===== src/rtl/dmem_loader_pkg.sv =====
// Shared constants and state encoding for the data-memory boot/test loader.
package dmem_loader_pkg;

   localparam int unsigned LD_AW = 8;
   localparam int unsigned LD_DW = 8;
   localparam int unsigned LD_LW = LD_AW + 1;

   typedef enum logic [1:0] {
      LD_IDLE,
      LD_LOAD,
      LD_DONE
   } ld_state_t;

endpackage


===== src/rtl/dmem_loader_if.sv =====
// Byte-stream valid/ready channel feeding the loader.
interface dmem_loader_if #(
   parameter int unsigned DW = 8
);

   logic          in_valid;
   logic [DW-1:0] in_data;
   logic          in_ready;

   modport master (output in_valid, output in_data, input in_ready);
   modport slave  (input in_valid, input in_data, output in_ready);

endinterface


===== src/rtl/dmem_loader.sv =====
// Loader upstream of the data memory: passes CPU stores through when idle,
// otherwise holds the CPU and writes a streamed byte block to consecutive addresses.
module dmem_loader
   import dmem_loader_pkg::*;
#(
   parameter int unsigned AW = LD_AW,
   parameter int unsigned DW = LD_DW,
   parameter int unsigned LW = AW + 1
) (
   input  logic                clk,
   input  logic                reset,
   input  logic                start,
   input  logic [AW-1:0]       base_addr,
   input  logic [LW-1:0]       length,
   dmem_loader_if.slave        stream,
   input  logic [AW-1:0]       cpu_addr,
   input  logic [DW-1:0]       cpu_dat,
   input  logic                cpu_wr_en,
   output logic [AW-1:0]       mem_addr,
   output logic [DW-1:0]       mem_dat_in,
   output logic                mem_wr_en,
   output logic                cpu_hold,
   output logic                busy,
   output logic                done,
   output logic [DW-1:0]       checksum
);

   localparam logic [LW-1:0] DEPTH = LW'(2 ** AW);

   ld_state_t     state, state_next;
   logic [AW-1:0] base;
   logic [LW-1:0] len;
   logic [LW-1:0] cnt;
   logic [DW-1:0] sum;
   logic          fire;

   assign fire     = (state == LD_LOAD) && stream.in_valid;
   assign checksum = sum;

   always_ff @(posedge clk) begin
      if (reset) begin
         state <= LD_IDLE;
         base  <= '0;
         len   <= '0;
         cnt   <= '0;
         sum   <= '0;
      end else begin
         state <= state_next;
         if (state == LD_IDLE && start) begin
            base <= base_addr;
            len  <= (length > DEPTH) ? DEPTH : length;
            cnt  <= '0;
            sum  <= '0;
         end else if (fire) begin
            cnt <= cnt + LW'(1);
            sum <= sum + stream.in_data;
         end
      end
   end

   always_comb begin
      state_next = state;
      case (state)
         LD_IDLE: if (start) state_next = (length == '0) ? LD_DONE : LD_LOAD;
         // cnt+1 == len is the cnt == len-1 test without underflow at len 0
         LD_LOAD: if (fire && (cnt + LW'(1) == len)) state_next = LD_DONE;
         LD_DONE: state_next = LD_IDLE;
         default: state_next = LD_IDLE;
      endcase
   end

   always_comb begin
      mem_addr        = cpu_addr;
      mem_dat_in      = cpu_dat;
      mem_wr_en       = cpu_wr_en;
      stream.in_ready = 1'b0;
      cpu_hold        = (state != LD_IDLE);
      busy            = (state == LD_LOAD);
      done            = (state == LD_DONE);
      case (state)
         LD_IDLE: ;
         LD_LOAD: begin
            mem_addr        = base + cnt[AW-1:0];
            mem_dat_in      = stream.in_data;
            mem_wr_en       = fire;
            stream.in_ready = 1'b1;
         end
         default: mem_wr_en = 1'b0;
      endcase
   end

endmodule


===== src/flat_wrapper.sv =====
// flat-port wrapper written by rule: the top's interface ports become plain ports
module dmem_loader_flat import dmem_loader_pkg::*;
#(
   parameter int unsigned AW = LD_AW,
   parameter int unsigned DW = LD_DW,
   parameter int unsigned LW = AW + 1
)
  (clk, reset, start, base_addr, length, cpu_addr, cpu_dat, cpu_wr_en, mem_addr, mem_dat_in, mem_wr_en, cpu_hold, busy, done, checksum, stream_in_valid, stream_in_data, stream_in_ready);
  dmem_loader_if #(.DW(DW)) stream_i ();
  input  logic clk;
  input  logic reset;
  input  logic start;
  input  logic [AW-1:0] base_addr;
  input  logic [LW-1:0] length;
  input  logic [AW-1:0] cpu_addr;
  input  logic [DW-1:0] cpu_dat;
  input  logic cpu_wr_en;
  output logic [AW-1:0] mem_addr;
  output logic [DW-1:0] mem_dat_in;
  output logic mem_wr_en;
  output logic cpu_hold;
  output logic busy;
  output logic done;
  output logic [DW-1:0] checksum;
  input wire logic [$bits(stream_i.in_valid)-1:0] stream_in_valid;
  input wire logic [$bits(stream_i.in_data)-1:0] stream_in_data;
  output wire logic [$bits(stream_i.in_ready)-1:0] stream_in_ready;
  assign stream_i.in_valid = stream_in_valid;
  assign stream_i.in_data = stream_in_data;
  assign stream_in_ready = stream_i.in_ready;
  dmem_loader #(.AW(AW), .DW(DW), .LW(LW)) u_core (.clk(clk), .reset(reset), .start(start), .base_addr(base_addr), .length(length), .stream(stream_i), .cpu_addr(cpu_addr), .cpu_dat(cpu_dat), .cpu_wr_en(cpu_wr_en), .mem_addr(mem_addr), .mem_dat_in(mem_dat_in), .mem_wr_en(mem_wr_en), .cpu_hold(cpu_hold), .busy(busy), .done(done), .checksum(checksum));
endmodule

===== config.mk =====
export PLATFORM = sky130hd
export DESIGN_NAME = dmem_loader_flat
export DESIGN_NICKNAME = d
export VERILOG_FILES = /design/src/rtl/dmem_loader_pkg.sv /design/src/rtl/dmem_loader_if.sv /design/src/rtl/dmem_loader.sv /design/src/flat_wrapper.sv
export SDC_FILE = /design/constraint.sdc
export NUM_CORES = 1
export LEC_CHECK = 0
export CAP_MARGIN = 25
export CORE_MARGIN = 8
export CORE_UTILIZATION = 50
export DETAILED_ROUTE_END_ITERATION = 7
export HOLD_SLACK_MARGIN = 0.02
export PLACE_DENSITY = 0.85
export SYNTH_ARGS = -nofsm -noshare
export SYNTH_HDL_FRONTEND = slang
export SYNTH_SLANG_ARGS = --single-unit

===== constraint.sdc =====
create_clock -name clk -period 6.1 [get_ports clk]
set_input_delay 0.915 -clock clk [delete_from_list [all_inputs] [get_ports clk]]
set_output_delay 0.915 -clock clk [all_outputs]
set_load 0.01 [all_outputs]

# Word level (Yosys, flattened, before mapping)
# Cells that the tools add are included.
# W data, S select, Z words.
[classes]
addsub = 3
mul = 0
n_div = 0
n_lt_le_gt_ge = 1
eq_ne = 5
n_shift = 0
muxes = 9
n_bitwise = 0
reduce_logical = 8
[ops]
columns = ["op", "count"]
rows = [
  ["$add A8 B8 Y8", 2],
  ["$mux W8", 2],
  ["$add A9 B1 Y9 const B", 1],
  ["$eq A9 B9 Y1", 1],
  ["$gt A9 B9 Y1 const B", 1],
  ["$logic_not A9 Y1", 1],
  ["$mux W9", 1],
  ["$mux W2", 3],
  ["$pmux W2 S2", 1],
  ["$logic_and A1 B1 Y1", 3],
  ["$eq A2 B1 Y1 const B", 1],
  ["$eq A2 B2 Y1 const B", 1],
  ["$logic_not A2 Y1", 1],
  ["$ne A2 B1 Y1 const B", 1],
  ["$ne A2 B2 Y1 const B", 1],
  ["$pmux W1 S2", 1],
  ["$reduce_and A2 Y1", 1],
  ["$reduce_bool A2 Y1", 1],
  ["$reduce_or A2 Y1", 1],
  ["$mux W1", 1],
]
[word_totals]
reg_bits = 36
latchBits = 0
mem_bits_rw = 0
mem_bits_ro = 0
inputBits = 46
output_inout_bits = 29
word_cells = 31
mem_count = 0

# Logic depth before layout (Yosys ltp)
# Gate-level depths: netlist (run 1).
[depth]
word_depth = 5
ltp_mapped = 9

# Least setup slack after synthesis (run 1)
# Ideal clock, no wire load.
[synth_path]
path_type = "reg2out"
startpoint = "register u_core.cnt[0]"
endpoint = "output mem_addr[6]"
t_arrival_ns = 1.760
required_time_ns = 5.185
path_slack_ns = 3.425
stages_incl_launch_ff = 9
path_buffers = 0
path_cell_list = "dfxtp_1 -> ha_1 -> inv_1 -> fa_1 -> nor2b_1 -> o21ai_0 -> a21oi_1 -> o21ai_0 -> o211ai_1"
[synth_via]
elab_chain_cells = 2
[synth_rtl]
columns = ["item", "line", "rtl"]
rows = [
  ["from (decl)", "dmem_loader.sv:33", "logic [LW-1:0] cnt;"],
  ["from (signal assigned)", "dmem_loader.sv:55", "cnt <= cnt + LW'(1);"],
  ["$add A8 B8 Y8", "dmem_loader.sv:83", "mem_addr = base + cnt[AW-1:0];"],
  ["$mux W8", "dmem_loader.sv:80", "case (state)"],
  ["to (decl)", "flat_wrapper.sv:18", "output logic [AW-1:0] mem_addr;"],
]
# No other way between the ends.

# Final worst setup path (run 1)
# Ends and elaborated chain as after synthesis.

==> flow_summary.yaml, run 1 <==
cells_and_area:
  syn2layout_area_growth_pct: 35.4
  final_cells: 413
  antennaDiodeCount: 0
  fin_area_um2: 3210
  n_fill_cell: 403
  final_nets: 421
  layout-drive-gt1-share_pct: 6.41
outcome:
  outcome: "finished clean"
clocking:
  hold_buffers: 0
  clockRootBuffer: "clkbuf_8"
  cts_resized: 0
  insertion_delay_ps: 290
  cts.sinks: 36
  cts_made_buffers: 5
  htreeDepth: 2
  post-cts-setup-buffers: 0
  cts_tree: "yes"
  clk_pin_slew_ps: 80
  cts_buffer_depth: 2
yosys:
  syn_area_um2: 2370
  ys_warn_count: 0
  synth-seq-cells: 36
  yosysSeqAreaShare_pct: 30.4
  netlist.area_leader.share_pct: 30.4
  synth-async-reset-ratio_pct: 0
  syn_nets: 353
  netlist_instances: 290
  yosys-top-cells-count: "45 x nand2_1, 36 x dfxtp_1, 27 x nor2_1"
  synth_cell_types: 48
  synth_enable_flop_cells: 0
  synth_most_common_cell: "nand2_1"
  synth_ff_type: "dfxtp_1"
  synth_top_cell_by_area: "dfxtp_1"
  synth.avg_cell_area_um2: 8.18
  yosys-top-cells-area: "dfxtp_1 30%, ha_1 7.9%, xnor2_1 7.4%, nand2_1 7.1%, a22o_1 5.9%"
sta:
  fin_skew_ps: 10.2
  clock.fmax_ghz: 0.276
  drv_slew: 0
  period_minus_slack_ps: 3620
  relSlewSlack_pct: 40.9
  rsz0062_at_grt: "false"
  setup_viol: 0
  hold_violations: 0
  fin_tns_setup_ps: 0
  tightest_slew_ps: 886
  period_share_pct: 59.4
  fin_ws_ps: 2480
route:
  firstDrtPassIters: 4
  vias: 2216
  ant_nets: 0
  drcViolationCount: 0
  wl_per_cell_um: 14.7
  via_per_inst: 5.37
  wl_um: 6080
  drtIter0Drc: 113
power:
  leakage_nw: 1.27
  clkPwrFrac_pct: 34.6
  max-vdd-ir-drop_mv: 0.157
  p_seq_share_pct: 42.3
  power.density_nw_per_um2: 185
  p_sw_share_pct: 26.0
  pwr-share-comb_pct: 23.2
  p_switching_mw: 0.154
  p_int_mw: 0.441
critical_path:
  crit_required_ps: 5180
  crit_top_cell: "o21ai_0"
  cp-start-kind: "flip-flop"
  cpLargestDelayFamily: "compound AO/OA/AOI/OAI gates"
  slowest_delay_ps: 560
  arrival_ps: 2710
  critPathBufInv: 2
  path_cells: "ha_1, inv_1, fa_1, nor2b_1, o21ai_0, a21oi_1, o21ai_0, o211ai_1, clkdlybuf4s50_1"
  cp_slowest_cell: "clkdlybuf4s50_1"
  path_class: "reg -> out"
  crit_path_end_kind: "output port"
  cp_max_fo: 5
die:
  fp.dieH_um: 84.9
  die_area_um2: 7200
  pin_count: 75
  initial_core_util_pct: 50.9
  rows: 25
  core_um2: 4660
  die_w_um: 84.9
grt:
  grt_max_degree: 26
  gr-usage-all-layers_pct: 17.0
  grt_pass1_vias: 2125
  antenna_found_initial: 0
  grt_pass1_wl_um: 10100
  grt.overflow.total: 0
placed_design:
  io_buffers: 74
  placed_cell_area_um2: 3100
  hpwlAfterDp_um: 4910
  pre_cts_ws_ps: 2820
  dp_cells: 405
  gp_congestion: 0.826
run:
  drv_cap: 0
worst_hold_path:
  hp-class: "reg -> reg"
==> metal layers <==
| layer | part of all wire (%) | GRT usage [%] | wire [µm] |
|---|---|---|---|
| met4 | 0.99 | 5.66 | 60 |
| met3 | 5.0 | 3.67 | 305 |
| met2 | 47 | 27.9 | 2870 |
| met5 | 0 | 0 | 0 |
| met1 | 47 | 21.4 | 2840 |
==> state kept, by name, summed over array words and instances, names as in the netlist <==
signal and cells:
u_core.checksum 8, u_core.state 2, u_core.cnt 9, u_core.len 9, u_core.base 8
==> area by class of cell <==
cell class | count | area (µm²) | area share [%]
Inverter | 15 | 56.3 | 1.75
Clock inverter | 3 | 42.5 | 1.33
Multi-Input combinational cell | 225 | 1510 | 46.9
Timing Repair Buffer | 75 | 748 | 23.3
Clock buffer | 5 | 68.8 | 2.14
Tap cell | 54 | 67.6 | 2.11
Sequential cell | 36 | 721 | 22.5
==> worst paths after layout <==
check	from	to	slack (ps)	cells past startpoint
setup / recovery	u_core.cnt[0]	mem_addr[6]	2480	9
hold / removal	u_core.checksum[4]	u_core.checksum[4]	480	2
setup reg to reg	u_core.checksum[0]	u_core.checksum[6]	4060	9
hold reg to reg	u_core.checksum[4]	u_core.checksum[4]	480	2
==> power groups by stage <==
stage                     clock network [mW]  registers, mW  logic [mW]
after global routing                   0.218          0.253       0.151
after floorplan                            0          0.255      0.0674
after detailed placement                   0          0.257       0.138
final                                  0.206          0.252       0.138
after CTS                              0.209          0.252       0.139
after global placement                     0          0.257       0.135
==> cell usage in the layout, fill, tap and decap left out, drive strengths merged, types with 4 or more instances in the layout <==
cell type      count
clkdlybuf4s50     74
nand2             46
dfxtp             36
nor2              28
xnor2             20
a22o              16
ha                15
inv               15
a21oi             15
o21ai             13
nand3             11
nor3              10
xor2               9
clkbuf             5
nor2b              4
nand4              4
==> tightest hold or removal path: cells and delay by family, from the launching register on <==
family | cells | cell delay [ps]
flip-flops | 1 | 330
AND/OR/NAND/NOR | 1 | 60
AO/OA/AOI/OAI | 1 | 50
==> per-stage QoR <==
| step | power [mW] | hold WS [ps] | util, % |
|---|---|---|---|
| after floorplan | 0.323 | 446 | - |
| after global placement | 0.392 | 458 | 66.5 |
| after detailed placement | 0.395 | 465 | 66.5 |
| after CTS | 0.600 | 478 | 68.9 |
| after global routing | 0.621 | 493 | 68.9 |
| final | 0.595 | 479 | 68.9 |
==> cells by family (layout without fill, tap and decap cells) <==
kind of cell	Yosys count	in the layout	share of synthesized area (%)
and+or+nand+nor	121	121	25.3
AOI/OAI and AO/OA	56	56	17.0
DFF	36	36	30.4
xor gates and xnor gates	29	29	10.7
buffers and inverters	29	98	6.12
adders and majority gates	17	17	9.60
muxes	2	2	0.844
Power figures use the tool's default switching activity.
==> run 2, diff against run 1 <==
- CORE_UTILIZATION: 50 -> 42
- PLACE_DENSITY: 0.85 -> 0.76
- clock period: 6.1 -> 2.9 ns (I/O delays scaled with it)
==> run 2 against run 1 <==
Sequential share of layout area down 0.31 points. Cell area up 1.6%. Sequential power up 110%. Setup slack worse by 2300 ps. Utilization down 9.3 points. Hold slack worse by 4.0 ps. First-iteration DRC count down 12%. Routed wire length up 2.5%. Largest power group unchanged.
==> flow_summary.yaml, run 2 (synthesis gave the netlist of run 1 again) <==
route:
  wl_per_cell_um: 14.3
  drtIter0Drc: 100
  firstDrtPassIters: 4
  drcViolationCount: 0
  vias: 2234
  ant_nets: 0
  wl_um: 6230
  via_per_inst: 5.11
cells_and_area:
  antennaDiodeCount: 0
  layout-drive-gt1-share_pct: 7.67
  final_nets: 427
  final_common_cell: "clkdlybuf4s50_1"
  final_cells: 437
  mostFrequentLayoutCells: "70 x clkdlybuf4s50_1, 45 x nand2_1, 35 x dfxtp_1"
  fin_util_pct: 59.6
  largest_registers: "u_core.cnt x9, u_core.len x9"
  fin_area_um2: 3260
  syn2layout_area_growth_pct: 37.5
critical_path:
  crit_required_ps: 2470
  arrival_ps: 2240
  path_cells: "ha_1, inv_1, fa_1, nor2b_1, o21ai_0, a21oi_1, o21ai_0, nand4b_1, o211ai_1, dlygate4sd2_1"
  cp_slowest_cell: "fa_1"
  cp_num_cells: 10
  critPathBufInv: 2
  cp_max_fo: 2
  slowest_delay_ps: 400
  cpLargestDelayFamily: "adder cells"
  path_class: "reg -> out"
  crit_path_end_kind: "output port"
  rr_worst_depth: 6
  cp-start-kind: "flip-flop"
  crit_top_cell: "o21ai_0"
sta:
  setup_viol: 0
  fin_ws_ps: 223
  period_share_pct: 92.3
  hold_ws_ps: 475
  relSlewSlack_pct: 49.3
  fin_tns_setup_ps: 0
  fin_skew_ps: 3.60
  clock.fmax_ghz: 0.374
  period_minus_slack_ps: 2680
  hold_violations: 0
  tightest_slew_ps: 760
  rsz0062_at_grt: "false"
  drv_slew: 0
power:
  power.density_nw_per_um2: 362
  leakage_nw: 1.32
  p_sw_share_pct: 26.6
  p_int_mw: 0.865
  max-vdd-ir-drop_mv: 0.378
  p_seq_share_pct: 44.7
  power_mw: 1.18
  p_switching_mw: 0.313
  pwr-share-comb_pct: 24.7
  clkPwrFrac_pct: 30.6
placed_design:
  pre_cts_ws_ps: 236
  io_buffers: 74
  dp_cells: 428
  placed_cell_area_um2: 3160
  gp_congestion: 0.831
  hpwlAfterDp_um: 5020
clocking:
  cts_tree: "yes"
  cts_made_buffers: 5
  clk_pin_slew_ps: 70
  clockRootBuffer: "clkbuf_8"
  cts_buffer_depth: 2
  hold_buffers: 0
  cts.sinks: 36
  insertion_delay_ps: 290
  htreeDepth: 2
grt:
  antenna_found_initial: 0
  grt_pass1_wl_um: 10700
  grt.overflow.total: 0
  grt_pass1_vias: 2208
  grt_max_degree: 20
  gr-usage-all-layers_pct: 15.4
run:
  drv_cap: 0
die:
  fp.dieH_um: 91.1
  rows: 27
  pin_count: 75
  initial_core_util_pct: 43.3
  die_w_um: 91.1
  core_um2: 5470
  die_area_um2: 8310
worst_hold_path:
  hp-class: "reg -> reg"
  min_path_cells: 2
outcome:
  outcome: "finished clean"
## run 2: changes by cell type in the layout (fill, tap and decap cells not counted), moves of 2 or more
cell,before,now
clkbuf_1,0,2
buf_4,1,7
dlymetal6s2s_1,0,2
clkdlybuf4s50_1,74,70
dlygate4sd2_1,0,2
## run 2: layout make-up
class	instances	area, µm²
Tap cell	72	90.1
Sequential cell	36	722
Multi-Input combinational cell	225	1510
Inverter	15	56.3
Timing Repair Buffer	81	796
Fill cell	498	2210
Clock buffer	8	90.1
## run 2: timing repair
action	4_1_cts	5_1_grt
gates resized for setup	3	2
pin swaps	0	1
setup buffers	0	1
endpoints found under the setup margin	3	3
## run 2: routing by layer
metal	global-route usage [%]	vias to the layer above	routed length [µm]
met3	3.46	7	313
met2	23.6	58	2800
li1	-	1152	-
met5	0	-	0
met4	5.32	0	85
met1	20.6	1017	3030
## run 2: worst reg2reg max path, delay by kind of cell, from the launching register on
kind                      cells  cell delay (ps)
DFF                           1              460
buffers and inverters         1              350
and+or+nand+nor               4              990
xor gates and xnor gates      1              140
## run 2: final timing paths
| path | from | slack [ps] | endpoint |
|---|---|---|---|
| max | u_core.cnt[0] | 220 | mem_addr[6] |
| min | u_core.checksum[5] | 470 | u_core.checksum[5] |
| max reg2reg | u_core.state[0] | 820 | u_core.cnt[2] |
| min reg2reg | u_core.checksum[5] | 470 | u_core.checksum[5] |
## run 2: power groups by stage
stage / clock [mW] / sequential [mW] / combinational [mW]
floorplan: 0 / 0.537 / 0.142
global placement: 0 / 0.538 / 0.291
detailed placement: 0 / 0.538 / 0.295
CTS: 0.372 / 0.527 / 0.295
global route: 0.394 / 0.529 / 0.320
finish: 0.360 / 0.527 / 0.291
